--- src/rtl/ram_port_b_arbiter_pkg.sv ---
// Shared definitions for the RAM port-B arbiter and its neighbours.
//   RAM_ADDR_W / RAM_DATA_W : geometry of the instruction/data RAM
//   rd_owner_e              : which requester owns the read data arriving next cycle
package ram_port_b_arbiter_pkg;

  localparam int RAM_ADDR_W = 11;
  localparam int RAM_DATA_W = 32;

  typedef enum logic [1:0] {
    OWN_NONE = 2'd0,
    OWN_CPU  = 2'd1,
    OWN_DBG  = 2'd2
  } rd_owner_e;

endpackage

--- src/rtl/ram_port_b_arbiter_if.sv ---
// Request/response bundle for one requester of RAM port B.
//   req    : access request, held with we/addr/wdata stable until gnt
//   we     : 1 = write, 0 = read
//   addr   : word address
//   wdata  : write data
//   gnt    : access performed this cycle
//   rvalid : read data valid (one cycle after a read grant)
//   rdata  : read data, zero while rvalid is low
// master = requester side, slave = arbiter side.
interface ram_port_b_arbiter_if
  import ram_port_b_arbiter_pkg::*;
#(
  parameter int ADDR_W = RAM_ADDR_W,
  parameter int DATA_W = RAM_DATA_W
) ();

  logic              req;
  logic              we;
  logic [ADDR_W-1:0] addr;
  logic [DATA_W-1:0] wdata;
  logic              gnt;
  logic              rvalid;
  logic [DATA_W-1:0] rdata;

  modport master (output req, we, addr, wdata, input gnt, rvalid, rdata);
  modport slave  (input req, we, addr, wdata, output gnt, rvalid, rdata);

endinterface

--- src/rtl/ram_port_b_arbiter.sv ---
// Arbiter sharing port B of the instruction/data RAM between the CPU data
// port (fixed priority) and the debug/loader port (starvation-protected).
//   clk            : system clock
//   rst_n          : asynchronous active-low reset
//   cpu_if         : CPU requester bundle (slave side)
//   dbg_if         : debug/loader requester bundle (slave side)
//   ram_wren_o     : RAM wren_b
//   ram_addr_o     : RAM address_b
//   ram_din_o      : RAM data_b
//   ram_q_i        : RAM q_b, valid one cycle after the address
//   conflict_cnt_o : count of cycles with both requests high (wraps)
module ram_port_b_arbiter
  import ram_port_b_arbiter_pkg::*;
#(
  parameter int ADDR_W   = RAM_ADDR_W,
  parameter int DATA_W   = RAM_DATA_W,
  parameter int MAX_WAIT = 4,
  parameter int CNT_W    = 16
) (
  input  logic                 clk,
  input  logic                 rst_n,
  ram_port_b_arbiter_if.slave  cpu_if,
  ram_port_b_arbiter_if.slave  dbg_if,
  output logic                 ram_wren_o,
  output logic [ADDR_W-1:0]    ram_addr_o,
  output logic [DATA_W-1:0]    ram_din_o,
  input  logic [DATA_W-1:0]    ram_q_i,
  output logic [CNT_W-1:0]     conflict_cnt_o
);

  localparam int                WAIT_W   = $clog2(MAX_WAIT + 1);
  localparam logic [WAIT_W-1:0] WAIT_MAX = WAIT_W'(MAX_WAIT);

  logic [WAIT_W-1:0] wait_cnt_q, wait_cnt_d;
  rd_owner_e         rd_owner_q, rd_owner_d;
  logic [CNT_W-1:0]  conflict_cnt_q, conflict_cnt_d;

  logic force_dbg;
  logic cpu_gnt;
  logic dbg_gnt;

  // Grant decision: a debug request that has waited MAX_WAIT cycles beats
  // the CPU for one cycle; otherwise the CPU wins. Grants are held off
  // during reset so no RAM write can slip through.
  always_comb begin
    force_dbg = dbg_if.req && (wait_cnt_q == WAIT_MAX);
    cpu_gnt   = 1'b0;
    dbg_gnt   = 1'b0;
    if (rst_n) begin
      if (force_dbg)       dbg_gnt = 1'b1;
      else if (cpu_if.req) cpu_gnt = 1'b1;
      else if (dbg_if.req) dbg_gnt = 1'b1;
    end
  end

  // RAM pin mux: idle cycles drive all zeros.
  always_comb begin
    ram_wren_o = 1'b0;
    ram_addr_o = '0;
    ram_din_o  = '0;
    if (cpu_gnt) begin
      ram_wren_o = cpu_if.we;
      ram_addr_o = cpu_if.addr;
      ram_din_o  = cpu_if.wdata;
    end else if (dbg_gnt) begin
      ram_wren_o = dbg_if.we;
      ram_addr_o = dbg_if.addr;
      ram_din_o  = dbg_if.wdata;
    end
  end

  // Next-state logic for starvation counter, read owner and conflict counter.
  always_comb begin
    wait_cnt_d = wait_cnt_q;
    if (!dbg_if.req || dbg_gnt)    wait_cnt_d = '0;
    else if (wait_cnt_q != WAIT_MAX) wait_cnt_d = wait_cnt_q + WAIT_W'(1);

    // The RAM returns data one cycle after the address, so remember who
    // issued this cycle's read.
    rd_owner_d = OWN_NONE;
    if (cpu_gnt && !cpu_if.we)      rd_owner_d = OWN_CPU;
    else if (dbg_gnt && !dbg_if.we) rd_owner_d = OWN_DBG;

    conflict_cnt_d = conflict_cnt_q;
    if (cpu_if.req && dbg_if.req) conflict_cnt_d = conflict_cnt_q + CNT_W'(1);
  end

  always_ff @(posedge clk or negedge rst_n) begin
    if (!rst_n) begin
      wait_cnt_q     <= '0;
      rd_owner_q     <= OWN_NONE;
      conflict_cnt_q <= '0;
    end else begin
      wait_cnt_q     <= wait_cnt_d;
      rd_owner_q     <= rd_owner_d;
      conflict_cnt_q <= conflict_cnt_d;
    end
  end

  assign cpu_if.gnt     = cpu_gnt;
  assign dbg_if.gnt     = dbg_gnt;
  assign cpu_if.rvalid  = (rd_owner_q == OWN_CPU);
  assign dbg_if.rvalid  = (rd_owner_q == OWN_DBG);
  assign cpu_if.rdata   = (rd_owner_q == OWN_CPU) ? ram_q_i : '0;
  assign dbg_if.rdata   = (rd_owner_q == OWN_DBG) ? ram_q_i : '0;
  assign conflict_cnt_o = conflict_cnt_q;

endmodule

--- src/flat_wrapper.sv ---
// flat-port wrapper written by rule: the top's interface ports become plain ports
module ram_port_b_arbiter_flat import ram_port_b_arbiter_pkg::*;
#(
  parameter int ADDR_W   = RAM_ADDR_W,
  parameter int DATA_W   = RAM_DATA_W,
  parameter int MAX_WAIT = 4,
  parameter int CNT_W    = 16
)
  (clk, rst_n, ram_wren_o, ram_addr_o, ram_din_o, ram_q_i, conflict_cnt_o, cpu_if_req, cpu_if_we, cpu_if_addr, cpu_if_wdata, cpu_if_gnt, cpu_if_rvalid, cpu_if_rdata, dbg_if_req, dbg_if_we, dbg_if_addr, dbg_if_wdata, dbg_if_gnt, dbg_if_rvalid, dbg_if_rdata);
  ram_port_b_arbiter_if #(.ADDR_W(ADDR_W), .DATA_W(DATA_W)) cpu_if_i ();
  ram_port_b_arbiter_if #(.ADDR_W(ADDR_W), .DATA_W(DATA_W)) dbg_if_i ();
  input  logic clk;
  input  logic rst_n;
  output logic ram_wren_o;
  output logic [ADDR_W-1:0] ram_addr_o;
  output logic [DATA_W-1:0] ram_din_o;
  input  logic [DATA_W-1:0] ram_q_i;
  output logic [CNT_W-1:0] conflict_cnt_o;
  input wire logic [$bits(cpu_if_i.req)-1:0] cpu_if_req;
  input wire logic [$bits(cpu_if_i.we)-1:0] cpu_if_we;
  input wire logic [$bits(cpu_if_i.addr)-1:0] cpu_if_addr;
  input wire logic [$bits(cpu_if_i.wdata)-1:0] cpu_if_wdata;
  output wire logic [$bits(cpu_if_i.gnt)-1:0] cpu_if_gnt;
  output wire logic [$bits(cpu_if_i.rvalid)-1:0] cpu_if_rvalid;
  output wire logic [$bits(cpu_if_i.rdata)-1:0] cpu_if_rdata;
  input wire logic [$bits(dbg_if_i.req)-1:0] dbg_if_req;
  input wire logic [$bits(dbg_if_i.we)-1:0] dbg_if_we;
  input wire logic [$bits(dbg_if_i.addr)-1:0] dbg_if_addr;
  input wire logic [$bits(dbg_if_i.wdata)-1:0] dbg_if_wdata;
  output wire logic [$bits(dbg_if_i.gnt)-1:0] dbg_if_gnt;
  output wire logic [$bits(dbg_if_i.rvalid)-1:0] dbg_if_rvalid;
  output wire logic [$bits(dbg_if_i.rdata)-1:0] dbg_if_rdata;
  assign cpu_if_i.req = cpu_if_req;
  assign cpu_if_i.we = cpu_if_we;
  assign cpu_if_i.addr = cpu_if_addr;
  assign cpu_if_i.wdata = cpu_if_wdata;
  assign cpu_if_gnt = cpu_if_i.gnt;
  assign cpu_if_rvalid = cpu_if_i.rvalid;
  assign cpu_if_rdata = cpu_if_i.rdata;
  assign dbg_if_i.req = dbg_if_req;
  assign dbg_if_i.we = dbg_if_we;
  assign dbg_if_i.addr = dbg_if_addr;
  assign dbg_if_i.wdata = dbg_if_wdata;
  assign dbg_if_gnt = dbg_if_i.gnt;
  assign dbg_if_rvalid = dbg_if_i.rvalid;
  assign dbg_if_rdata = dbg_if_i.rdata;
  ram_port_b_arbiter #(.ADDR_W(ADDR_W), .DATA_W(DATA_W), .MAX_WAIT(MAX_WAIT), .CNT_W(CNT_W)) u_core (.clk(clk), .rst_n(rst_n), .cpu_if(cpu_if_i), .dbg_if(dbg_if_i), .ram_wren_o(ram_wren_o), .ram_addr_o(ram_addr_o), .ram_din_o(ram_din_o), .ram_q_i(ram_q_i), .conflict_cnt_o(conflict_cnt_o));
endmodule
--- config.mk ---
export PLATFORM = sky130hd
export DESIGN_NAME = ram_port_b_arbiter_flat
export DESIGN_NICKNAME = d
export VERILOG_FILES = /design/src/rtl/ram_port_b_arbiter_pkg.sv /design/src/rtl/ram_port_b_arbiter_if.sv /design/src/rtl/ram_port_b_arbiter.sv /design/src/flat_wrapper.sv
export SDC_FILE = /design/constraint.sdc
export NUM_CORES = 1
export LEC_CHECK = 0
export ABC_AREA = 1
export CAP_MARGIN = 20
export CORE_AREA = 2 2 98 100
export CTS_CLUSTER_SIZE = 14
export DETAILED_ROUTE_END_ITERATION = 8
export DIE_AREA = 0 0 100 102
export PLACE_DENSITY_LB_ADDON = 0.2
export SLEW_MARGIN = 20
export SYNTH_ARGS = -nofsm -noshare
export SYNTH_HDL_FRONTEND = slang
export SYNTH_SLANG_ARGS = --single-unit
--- constraint.sdc ---
create_clock -name clk -period 1.6 [get_ports clk]
set_clock_uncertainty 0.1 [all_clocks]
set_input_delay 0.4 -clock clk [delete_from_list [all_inputs] [get_ports clk]]
set_output_delay 0.4 -clock clk [all_outputs]
set_load 0.02 [all_outputs]
# Word-level counts from Yosys, hierarchy flattened
# Cells that the tools add are included.
dict set report totals {
  in_bits 124
  word_cells 37
  out_inout_bits 128
  ff_bits 21
}
dict set report classes {
  reduce_logical 9
  n_addsub 2
  muxes 19
  eq_ne 4
}
# operator count
set ops {}
lappend ops {{32-bit 2-to-1 mux} 4}
lappend ops {{11-bit 2-to-1 mux} 2}
lappend ops {{16-bit by 1-bit adder with 16-bit output (second input constant)} 1}
lappend ops {{1-bit 2-to-1 mux} 9}
lappend ops {{3-bit 2-to-1 mux} 2}
lappend ops {{1-bit logical AND} 4}
lappend ops {{2-bit 2-to-1 mux} 2}
lappend ops {{3-bit by 1-bit adder with 3-bit output (second input constant)} 1}
lappend ops {{3-bit == test (second input constant)} 1}
lappend ops {{1-bit logical NOT} 3}
lappend ops {{3-bit inequality test (second input constant)} 1}
lappend ops {{2-bit by 1-bit == test with 1-bit output (second input constant)} 1}
lappend ops {{2-bit == test (second input constant)} 1}
lappend ops {{2-bit nonzero test} 1}
lappend ops {{1-bit logical OR} 1}

# Depth between registers and ports, before layout
dict set report depth {
  ltp_word 7
  ltp_mapped 9
  mapped_depth_nobuf 9
}

# Least setup slack after synthesis
# Ideal clock, no wire load.
dict set report synth_path {
  path_type {register to output}
  from {register u_core.rd_owner_q[1]}
  to {output cpu_if_rdata[10]}
  stages_incl_launch_ff 5
  t_arrival_ps 1362
  path_slack_ps -262
  path_buffers 1
  path_cell_list {dfrtp_1 -> nor2_1 -> inv_1 -> clkbuf_1 -> nor2_1}
}
dict set report synth_via {
  elab_chain_len 2
}
# element line_no
set synth_rtl {}
lappend synth_rtl {{from (decl)} ram_port_b_arbiter.sv:35} ;# rd_owner_e rd_owner_q, rd_owner_d;
lappend synth_rtl {{from (signal assigned)} ram_port_b_arbiter.sv:95} ;# rd_owner_q <= rd_owner_d;
lappend synth_rtl {{2-bit by 1-bit == test with 1-bit output} --}
lappend synth_rtl {{via cpu_if_rvalid} flat_wrapper.sv:24} ;# output wire logic [$bits(cpu_if_i.rvalid)-1:0] cpu_if_rvalid;
lappend synth_rtl {{32-bit 2-to-1 mux} ram_port_b_arbiter.sv:104} ;# assign cpu_if.rdata = (rd_owner_q == OWN_CPU) ? ram_q_i : '0;
lappend synth_rtl {{to (decl)} flat_wrapper.sv:25} ;# output wire logic [$bits(cpu_if_i.rdata)-1:0] cpu_if_rdata;
# The timed path passes the listed nets, and every way through them passes these cells.

# Worst setup path in the final report
dict set report layout_path {
  from {register u_core.wait_cnt_q[1]}
  to {output ram_addr_o[0]}
}
dict set report layout_via {
  elab_chain_len 6
  word_cells_on_any_way 8
  cone_classes {eq/ne (1); mux (6); reduce/logical (1)}
}
# element line_no
set layout_rtl {}
lappend layout_rtl {{from (decl)} ram_port_b_arbiter.sv:34} ;# logic [WAIT_W-1:0] wait_cnt_q, wait_cnt_d;
lappend layout_rtl {{from (signal assigned)} ram_port_b_arbiter.sv:94} ;# wait_cnt_q <= wait_cnt_d;
lappend layout_rtl {{3-bit == test *} ram_port_b_arbiter.sv:46} ;# force_dbg = dbg_if.req && (wait_cnt_q == WAIT_MAX);
lappend layout_rtl {{1-bit logical AND *} ram_port_b_arbiter.sv:46}
lappend layout_rtl {{1-bit 2-to-1 mux} ram_port_b_arbiter.sv:50} ;# if (force_dbg) dbg_gnt = 1'b1;
lappend layout_rtl {{1-bit 2-to-1 mux} ram_port_b_arbiter.sv:49} ;# if (rst_n) begin
lappend layout_rtl {{11-bit 2-to-1 mux} ram_port_b_arbiter.sv:65} ;# end else if (dbg_gnt) begin
lappend layout_rtl {{11-bit 2-to-1 mux *} ram_port_b_arbiter.sv:61} ;# if (cpu_gnt) begin
lappend layout_rtl {{to (decl)} flat_wrapper.sv:15} ;# output logic [ADDR_W-1:0] ram_addr_o;
# Every way passes the cells marked *; elsewhere a longest branch is shown, timed or not.

==> results.sh <==
export IMPL_run_status="finished with violations"
export IMPL_failing_checks="negative setup slack"
export IMPL_grt_ovfl_total=0
export IMPL_clock_sinks=21
export IMPL_die_height_um=102
export IMPL_yosys_mux_area_fraction=0.00577
export IMPL_layout_min_cycle_time_ns=2.25
export IMPL_synth_top_cell_area_share=0.269
export IMPL_fmax_ghz=0.444
export IMPL_post_synth_instance_area_mm2=0.00195
export IMPL_finalSetupViolations=111
export IMPL_synth_seq_cells=21
export IMPL_clk_insertion_delay_late_ns=0.26
export IMPL_report_final_hold_viol_count=0
export IMPL_maximum_number_of_pins_on_one_net_before_global_route_repair=19
export IMPL_pre_cts_slack_ns=-1.18
export IMPL_cts_hold_buf=0
export IMPL_worst_setup_path_startpoint="u_core.wait_cnt_q[1]"
export IMPL_critical_path_top_cell_by_count="sky130_fd_sc_hd__buf_6"
export IMPL_drc=0
export IMPL_path_clk_slew_ns=0.08
export IMPL_timing_rr_end="u_core.wait_cnt_q[1]"
export IMPL_place_port_buffers=251
export IMPL_rsz0062_at_grt="yes"
export IMPL_worst_slew_pin_transition_ns=0.356
export IMPL_vias_per_cell=4.54
export IMPL_cts_tree="done"
export IMPL_post_synth_xor_area_fraction=0.0494
export IMPL_synth_top_cell_by_area="sky130_fd_sc_hd__dfrtp_1"
export IMPL_multiInputGateArea_mm2=0.00202
export IMPL_synthCells=285
export IMPL_timing_critical_path_slowest_stage_cell="sky130_fd_sc_hd__dfrtp_1"
export IMPL_hpwl_um=9140
export IMPL_cts_root_buf="sky130_fd_sc_hd__clkbuf_8"
export IMPL_setup_slack_ns=-0.652
export IMPL_top_layer_used="met4"
export IMPL_worstSetupStartpointType="flip-flop"
export IMPL_wire_length_per_cell_after_detailed_routing_um=17.8
export IMPL_power_mw=2.93
export IMPL_path_cells="inv_2, ha_4, nand2_4, a21oi_4, buf_6, buf_12, a22o_1, buf_6"
export IMPL_syn_mean_instance_area_um2=6.84
export IMPL_timing_critical_path_required_ns=1.10
export IMPL_power_leakage_nw=3.10
export IMPL_number_of_nets_in_the_final_layout=729
export IMPL_r2r_slack_ns=0.05
export IMPL_via_count=3229
export IMPL_chipWidth_um=100
export IMPL_min_period_over_period=1.41
export IMPL_design_die_area_mm2=0.0102
export IMPL_worst_r2r_cell_count=9
export IMPL_globalplace_congestion=0.768
export IMPL_wirelength_um=12700
export IMPL_synth_warnings=0
export IMPL_vdd_ir_drop_max_v=0.000434
export IMPL_hold_path_class="in -> async"
export IMPL_timing_critical_path_fanout_max=8
export IMPL_core_mm2=0.00911
export IMPL_main_combinational_cell_family_by_area_after_synthesis="simple AND/OR/NAND/NOR gates"
export IMPL_synth_simple_gate_area_frac=0.287
export IMPL_ratio_of_total_power_to_cell_area_mw_per_mm2=452
export IMPL_wirelength_met1_um=4340
export IMPL_final_setup_tns_ns=-43.51
export IMPL_ys_seq_area_frac=0.269
export IMPL_diodes=0
export IMPL_groute_usage_overall=0.215
export IMPL_grt_pass1_wl_um=17100
export IMPL_fin_hold_ws_ns=0.144
export IMPL_first_global_vias=3214
export IMPL_drt_pre_antenna_iters=4
export IMPL_cell_row_count=35
export IMPL_report_final_slew_viol_count=0
export IMPL_synthAdderAreaFrac=0.0192
export IMPL_cp_slowest_stage_delay_ns=0.40
export IMPL_synth_fp_nets=412
export IMPL_yosys_top_cells_area="sky130_fd_sc_hd__dfrtp_1 27%, sky130_fd_sc_hd__a22o_1 19%, sky130_fd_sc_hd__nor2_1 15%"
export IMPL_seq_area_um2=527
export IMPL_timing_setup_critical_path_class="reg -> out"
export IMPL_cp_endpoint="ram_addr_o[0]"
export IMPL_synth_compound_gate_area_share=0.205
export IMPL_relative_slew_slack=0.762
export IMPL_crit_path_dat_ns=1.75
export IMPL_crit_path_end_kind="output pin"
export IMPL_met3RoutedLength_um=980
export IMPL_drive_gt1_frac=0.537
export IMPL_area_growth_pct=233
export IMPL_initial_core_util=0.214
export IMPL_cts_made_buffers=3
export IMPL_antenna_found_initial=1
export IMPL_r2r_path_start="u_core.wait_cnt_q[1]"
export IMPL_cts_htree_levels=1
export IMPL_routed_wl_met2_um=7060
export IMPL_clockBufferDepth=2
export IMPL_fillers=668
export IMPL_drt_antenna_violating_nets=0
export IMPL_design_portCount=252
export IMPL_detail_route_iter0_violations=60
export IMPL_drv_max_cap_violation_count=0
export IMPL_synth_cell_types=25
==> synthesized netlist by cell type, drive strengths merged <==
master and number:
nand4 5, inv 55, nand2 33, a22o 43
xor2 6, buf 9, nor2 81, mux2 1
nor3 2, dfrtp 21, a21oi 1, or2 1
ha 3, o21ai 3, nand3 10, xnor2 5
clkbuf 6
==> routing by layer <==
metal,track usage,up-vias
met5,0,-
met3,0.0595,24
met4,0.0327,0
met1,0.230,1505
met2,0.428,149
li1,-,1551
==> through the flow <==
step                      instances   util  cell area, µm²
final                           712  0.713            6490
after global placement          675  0.605            5510
after detailed placement        675  0.605            5510
after global routing            712  0.713            6490
after floorplan                 285      -            2610
after CTS                       705  0.681            6200
==> placed cells by master, fill, tap and decap left out, types with 6 or more instances in the layout <==
cell type / netlist / routed
sky130_fd_sc_hd__buf_6: 7 / 109
sky130_fd_sc_hd__dfrtp_1: 21 / 20
sky130_fd_sc_hd__nand2_1: 29 / 26
sky130_fd_sc_hd__dlygate4sd2_1: 0 / 19
sky130_fd_sc_hd__a22o_4: 0 / 39
sky130_fd_sc_hd__buf_8: 0 / 6
sky130_fd_sc_hd__inv_1: 54 / 48
sky130_fd_sc_hd__nor2_1: 80 / 13
sky130_fd_sc_hd__buf_4: 1 / 52
sky130_fd_sc_hd__nor2_4: 1 / 66
sky130_fd_sc_hd__xor2_1: 6 / 6
sky130_fd_sc_hd__buf_12: 0 / 14
sky130_fd_sc_hd__nand3_1: 9 / 8
sky130_fd_sc_hd__clkdlybuf4s50_1: 0 / 120
==> layout make-up <==
cell class	instances	area share
Sequential cell	21	0.0811
Timing Repair Buffer	327	0.545
Inverter	55	0.0345
Clock inverter	1	0.000771
Multi-Input combinational cell	194	0.311
Clock buffer	3	0.00636
Tap cell	111	0.0214
==> critical path: cells and delay by family, from the launching register on <==
family	cells	cell delay (ns)
fa+ha+maj	1	0.16
flops	1	0.40
buf+inv	4	0.50
simple gates	1	0.05
compound gates	2	0.38
==> how the worst min path moves through the flow <==
stage,from,endpoint,cells past startpoint
after floorplan,rst_n,u_core.conflict_cnt_o[0],0
after global placement,u_core.conflict_cnt_o[15],u_core.conflict_cnt_o[15],2
after detailed placement,u_core.conflict_cnt_o[15],u_core.conflict_cnt_o[15],2
after CTS,rst_n,u_core.wait_cnt_q[0],2
after global routing,rst_n,u_core.wait_cnt_q[0],2
final,rst_n,u_core.wait_cnt_q[0],2
==> cell families after synthesis <==
| logic type | count (synthesis) |
|---|---|
| flops | 21 |
| mux | 1 |
| simple gates | 132 |
| xor+xnor | 11 |
| fa+ha+maj | 3 |
| compound gates | 47 |
| buf+inv | 70 |
==> flip-flops by register name, summed over array words and instances (netlist names) <==
register / cells
u_core.wait_cnt_q: 3
u_core.rd_owner_q: 2
u_core.conflict_cnt_o: 16
==> power by group <==
| group | leakage (nW) | total [mW] | switching (mW) | internal [mW] |
|---|---|---|---|---|
| Combinational | 2.81 | 1.89 | 0.866 | 1.03 |
| Sequential | 0.262 | 0.690 | 0.0709 | 0.619 |
| Clock | 0.0255 | 0.349 | 0.175 | 0.173 |
==> timing repair <==
item,4_1_cts,5_1_grt
gates cloned,7,3
gates resized for setup,747,61
pin swaps,6,10
endpoints found under the hold margin,0,0
setup endpoints to repair,136,116
buffers inserted,19,11
(Power assumes the default switching activity.)
